--- config.mk ---
export PLATFORM = sky130hd
export DESIGN_NAME = serial_paralelo
export DESIGN_NICKNAME = d
export VERILOG_FILES = /design/src/rtl/serial_paralelo.sv
export SDC_FILE = /design/constraint.sdc
export NUM_CORES = 1
export LEC_CHECK = 0
export BUFFER_PORTS_ARGS = -buffer_cell sky130_fd_sc_hd__buf_2
export CORE_MARGIN = 4
export CORE_UTILIZATION = 55
export CTS_CLUSTER_SIZE = 12
export DETAILED_ROUTE_END_ITERATION = 7
export PLACE_DENSITY = 0.76
export SLEW_MARGIN = 20
export SYNTH_ARGS = -nofsm -noshare
export SYNTH_HDL_FRONTEND = slang
export SYNTH_SLANG_ARGS = --single-unit
--- constraint.sdc ---
create_clock -name clk_32f -period 1.6 [get_ports clk_32f]
set_input_delay 0.32 -clock clk_32f [delete_from_list [all_inputs] [get_ports clk_32f]]
set_output_delay 0.32 -clock clk_32f [all_outputs]
set_load 0.03 [all_outputs]
--- src/rtl/serial_paralelo.sv ---
// ---------------------------------------------------------------------------
// serial_paralelo
//   Serial-to-parallel receiver with comma-based byte alignment.
//   The incoming bit stream (MSB of each byte first) is searched bit by bit
//   for the COMMA byte. Once NUM_COMMA consecutive byte-aligned commas have
//   been seen, the link goes active and every aligned non-comma byte is
//   presented on data_out with a one-cycle valid_out strobe.
//
// Parameters
//   COMMA      idle/sync byte sent by the transmitter when it has no data
//   NUM_COMMA  consecutive aligned commas required to go active (1..7)
//
// Ports
//   clk_32f    input   single clock, all logic on its rising edge
//   reset_L    input   synchronous active-low reset
//   data_in    input   serial bit stream, MSB first
//   data_out   output  [7:0] last recovered data byte, registered
//   valid_out  output  one-cycle strobe: data_out holds a new data byte
//   active     output  link aligned and passing data, registered
//
// Configuration
//   SP_RAW_OUT_EN  when defined, data_out also loads comma bytes at every
//                  active byte boundary (valid_out still stays low for them).
//                  When undefined, data_out holds the last data byte.
// ---------------------------------------------------------------------------
module serial_paralelo #(
  parameter logic [7:0] COMMA     = 8'hBC,
  parameter int         NUM_COMMA = 4
) (
  input  logic       clk_32f,
  input  logic       reset_L,
  input  logic       data_in,
  output logic [7:0] data_out,
  output logic       valid_out,
  output logic       active
);

  typedef enum logic [1:0] {
    HUNT   = 2'd0,
    ALIGN  = 2'd1,
    ACTIVE = 2'd2
  } state_t;

  localparam logic [2:0] NUM_COMMA_C = 3'(NUM_COMMA);

  state_t     state;
  logic [7:0] sr;
  logic [2:0] bit_cnt;
  logic [2:0] comma_cnt;

  // The byte as it will look once the bit currently on data_in is shifted in.
  logic [7:0] next_byte;
  logic       next_is_comma;
  logic       boundary;

  assign next_byte     = {sr[6:0], data_in};
  assign next_is_comma = (next_byte == COMMA);
  // Counter value 7 marks the cycle in which the LSB of a byte is sampled.
  assign boundary      = (bit_cnt == 3'd7);

  // NOTE: all state lives in one clocked block and uses non-blocking
  // assignments, so every decision below reads the values from before this
  // edge regardless of statement order.
  always_ff @(posedge clk_32f) begin
    if (!reset_L) begin
      state     <= HUNT;
      sr        <= 8'h00;
      bit_cnt   <= 3'd0;
      comma_cnt <= 3'd0;
      data_out  <= 8'h00;
      valid_out <= 1'b0;
      active    <= 1'b0;
    end else begin
      sr        <= next_byte;
      valid_out <= 1'b0;

      unique case (state)
        HUNT: begin
          // Bit-level search: any bit position may start a comma.
          if (next_is_comma) begin
            bit_cnt   <= 3'd0;
            comma_cnt <= 3'd1;
            if (NUM_COMMA_C == 3'd1) begin
              state  <= ACTIVE;
              active <= 1'b1;
            end else begin
              state <= ALIGN;
            end
          end
        end

        ALIGN: begin
          bit_cnt <= bit_cnt + 3'd1;
          if (boundary) begin
            if (next_is_comma) begin
              comma_cnt <= comma_cnt + 3'd1;
              if (comma_cnt + 3'd1 == NUM_COMMA_C) begin
                state  <= ACTIVE;
                active <= 1'b1;
              end
            end else begin
              // Alignment broken: fall back to searching on every bit.
              comma_cnt <= 3'd0;
              state     <= HUNT;
            end
          end
        end

        ACTIVE: begin
          // No loss-of-sync exit; only reset leaves this state.
          bit_cnt <= bit_cnt + 3'd1;
          if (boundary) begin
            if (!next_is_comma) begin
              data_out  <= next_byte;
              valid_out <= 1'b1;
            end else begin
`ifdef SP_RAW_OUT_EN
              data_out <= next_byte;
`else
              data_out <= data_out;
`endif
            end
          end
        end

        default: begin
          state <= HUNT;
        end
      endcase
    end
  end

endmodule

==> reports/results.txt <==
Status: finished clean
Initial core utilization: 57.80%
Number of setup buffers added after CTS: 0
Worst Reg2Reg Path Length in Cells: 5
Worst path buffer plus inverter count: 1
Async SR Flop Fraction: 0%
Router iterations before antenna repair: 4
Area growth from synthesis to final layout: 14.49%
Wire length of the first global-routing pass: 3739 µm
Least setup slack across all paths after layout: 0.1245 ns
Launching element type of the critical path: flip-flop
Count of input and output buffers: 12
Final HPWL DP: 1578 µm
Max FO, Critical Path: 5
GRT Resource Usage Total: 18.18%
Main area contributors after synthesis: sky130_fd_sc_hd__dfxtp_1 45%, sky130_fd_sc_hd__ha_1 8.9%, sky130_fd_sc_hd__mux2i_1 8.9%
CTS Buffer Depth: 2
TritonCTS buffer count: 3
Leading register cell type out of synthesis: sky130_fd_sc_hd__dfxtp_1
I/O pin cnt: 13
Cells on Worst Hold Path: 2
Endpoint type of the worst setup path: flip-flop
Number of standard cells after synthesis: 110
Number of synthesized flops with an enable pin: 0
Headroom to the max-slew limit: 71.91%
Synth area leader: sky130_fd_sc_hd__dfxtp_1
Number of global-route vias before repair: 813
CP delay by family, top: compound AO/OA/AOI/OAI gates
Antenna violations before repair: 0
Fraction of the cycle the final worst path needs: 92.22%
Worst-path cell with the longest stage delay: sky130_fd_sc_hd__dfxtp_1
Endpoint with the worst hold slack: sr[0]
Vias per Instance: 5.333
1st-iter DRT viols: 12
Top-count cell post-synth: sky130_fd_sc_hd__dfxtp_1
Warnings, synthesis: 0
End-of-flow core utilization: 66.17%
Total Die Area: 2827 µm²
Worst setup slack before clock tree synthesis: -0.02187 ns
Count of antenna diodes in the layout: 0
Die Y-Extent: 53.17 µm
Standard cell area after detailed placement: 1242 µm²
Clk pin slew, worst setup/hold paths: 0.13 ns
Standard cell core area: 1942 µm²
CTS Root Cell: sky130_fd_sc_hd__clkbuf_4
Post-route design area: 1285 µm²
Count of state elements after synthesis: 25
Critical hold path startpoint: data_in
Slack of the worst reg-to-reg path: 0.12 ns
Netlist Area Pre-Place: 1122 µm²
Routability congestion estimate from global placement: 0.7742
Static Leak: 0.5529 nW
Ordered cell list for the critical path: ha_1 > ha_2 > inv_1 > a211o_1 > a31o_1
Antenna Nets Post-Route: 0
Ranking of synthesized cells by instance count: 25 x sky130_fd_sc_hd__dfxtp_1, 12 x sky130_fd_sc_hd__nor2_1, 10 x sky130_fd_sc_hd__mux2i_1
Number of pins with negative max-slew slack in the final report: 0
End of the worst register-to-register path: comma_cnt[2]
Clk_lat worst skew: 0.31 ns
CTS H-tree depth: 1
Net count after synthesis: 121
Total number of nets in the final design: 141
Top achievable clock speed: 0.6777 GHz
Transition at the pin with the smallest max-transition slack: 0.4210 ns
CP Data Required Time: 1.83 ns
Width of the chip: 53.17 µm
Count of distinct cell types in the synthesized netlist: 30
Clock tree from TritonCTS: built
Worst flop-to-flop path startpoint: bit_cnt[0]
Worst hold path type: in -> reg
Min Tclk post-route: 1.475 ns
Vias post-DR: 832
Pin count of the biggest net entering global routing: 16
Kind of critical path: reg -> reg
Arrival @ worst endpoint: 1.70 ns
PD cells: 721.8 nW/µm²
CTS Sinks: 25
Number of max-cap violations: 0
Drt wl/cell: 13.29 µm
Sequential element share of the synthesized area: 44.59%
Overall power after layout: 927.5 µW
Remaining design rule violation count: 0
Top cell type's share of synthesized area: 44.59%
Global route overflow: 0
Proportion of layout cells with a drive suffix above 1: 27.13%
Count of standard-cell rows: 16
Total setup violations reported at the end of the flow: 0
Setup repair after global routing missed its margin: no
Maximum resistive drop on vdd: 675.2 µV
Critical Path Max Stage Delay: 0.37 ns
Routed wire length: 2074 µm
Hold Vio Cnt, Final: 0
Clk_skew: 0.002548 ns
Avg Inst Size Synth: 10.20 µm²
worst max-delay path by stage:
stage | slack (ns) | end | from | cells past startpoint
detailed placement | -0.02 | comma_cnt[2] | data_in | 5
global placement | 0.002 | comma_cnt[2] | data_in | 5
floorplan | 0.17 | data_out[0] | bit_cnt[0] | 6
finish | 0.12 | comma_cnt[2] | bit_cnt[0] | 5
global route | 0.003 | data_out[6] | bit_cnt[0] | 7
CTS | 0.03 | comma_cnt[2] | sr[0] | 4
flip-flops by register name, indices dropped and copies added (netlist names):
signal,flops
valid_out,1
state,2
data_out,8
sr,7
active,1
comma_cnt,3
bit_cnt,3
kinds of logic after synthesis:
group           count (synthesis)  share of synthesized area (%)
fa+ha+maj                       8                          8.919
simple gates                   37                          18.17
xor+xnor                        1                         0.7805
buf+inv                         9                          4.347
flops                          25                          44.59
compound gates                 20                          14.27
mux                            10                          8.919
per-stage QoR:
stage          hold WS [ns]  std cells  setup TNS [ns]
6_report             0.2378        156               0
5_1_grt              0.2477        156               0
4_1_cts              0.2266        156               0
3_5_place_dp         0.4665        152        -0.02187
3_3_place_gp         0.4455        152               0
2_1_floorplan        0.4441        110               0
power by group:
part | leakage (nW) | switching (mW) | total, mW | internal, mW
Clock | 0.0139 | 0.183 | 0.278 | 0.0955
Sequential | 0.202 | 0.00247 | 0.629 | 0.626
Combinational | 0.337 | 0.0132 | 0.0201 | 0.00695
cell usage in the layout (no fill, tap or decap), drive strengths merged:
master	count
a31oi	3
a21bo	1
clkbuf	3
a31o	1
nor3b	1
inv	4
a211o	1
xor2	1
a21boi	2
clkinvlp	1
o21ai	3
nand4b	1
and2	9
dfxtp	25
buf	20
nor2	12
nand3b	2
a21oi	6
o31a	1
a311oi	1
and4b	1
and4bb	1
nand3	5
ha	8
and3	1
mux2i	10
nand2	4
o211ai	1
repair_timing:
| item | CTS | global route |
|---|---|---|
| hold buffers | 0 | 0 |
| gates resized for setup | 0 | 6 |
| setup endpoints to repair | 0 | 12 |
layout make-up:
class | count | area (µm²)
fill | 160 | 656.9
multi-input combinational | 76 | 585.6
sequential | 25 | 500.5
timing repair buffer | 20 | 120.1
tap | 27 | 33.78
clock buffer | 3 | 22.52
inverter | 4 | 15.01
clock inverter | 1 | 7.507
per-layer routing:
| layer | vias up | part of all wire (%) | global-route usage [%] |
|---|---|---|---|
| met2 | 12 | 52 | 30.58 |
| met5 | - | 0 | 0 |
| met1 | 395 | 45 | 22.32 |
| met4 | 0 | 0.68 | 8.085 |
| li1 | 423 | - | - |
| met3 | 2 | 2.4 | 3.380 |
worst register-to-register path, cell delays in order (launching register included):
cell and delay (ns):
sky130_fd_sc_hd__dfxtp_1 0.37, sky130_fd_sc_hd__ha_1 0.15, sky130_fd_sc_hd__ha_2 0.23, sky130_fd_sc_hd__inv_1 0.09, sky130_fd_sc_hd__a211o_1 0.33, sky130_fd_sc_hd__a31o_1 0.22
No activity file was read; power rests on OpenSTA's default activity.
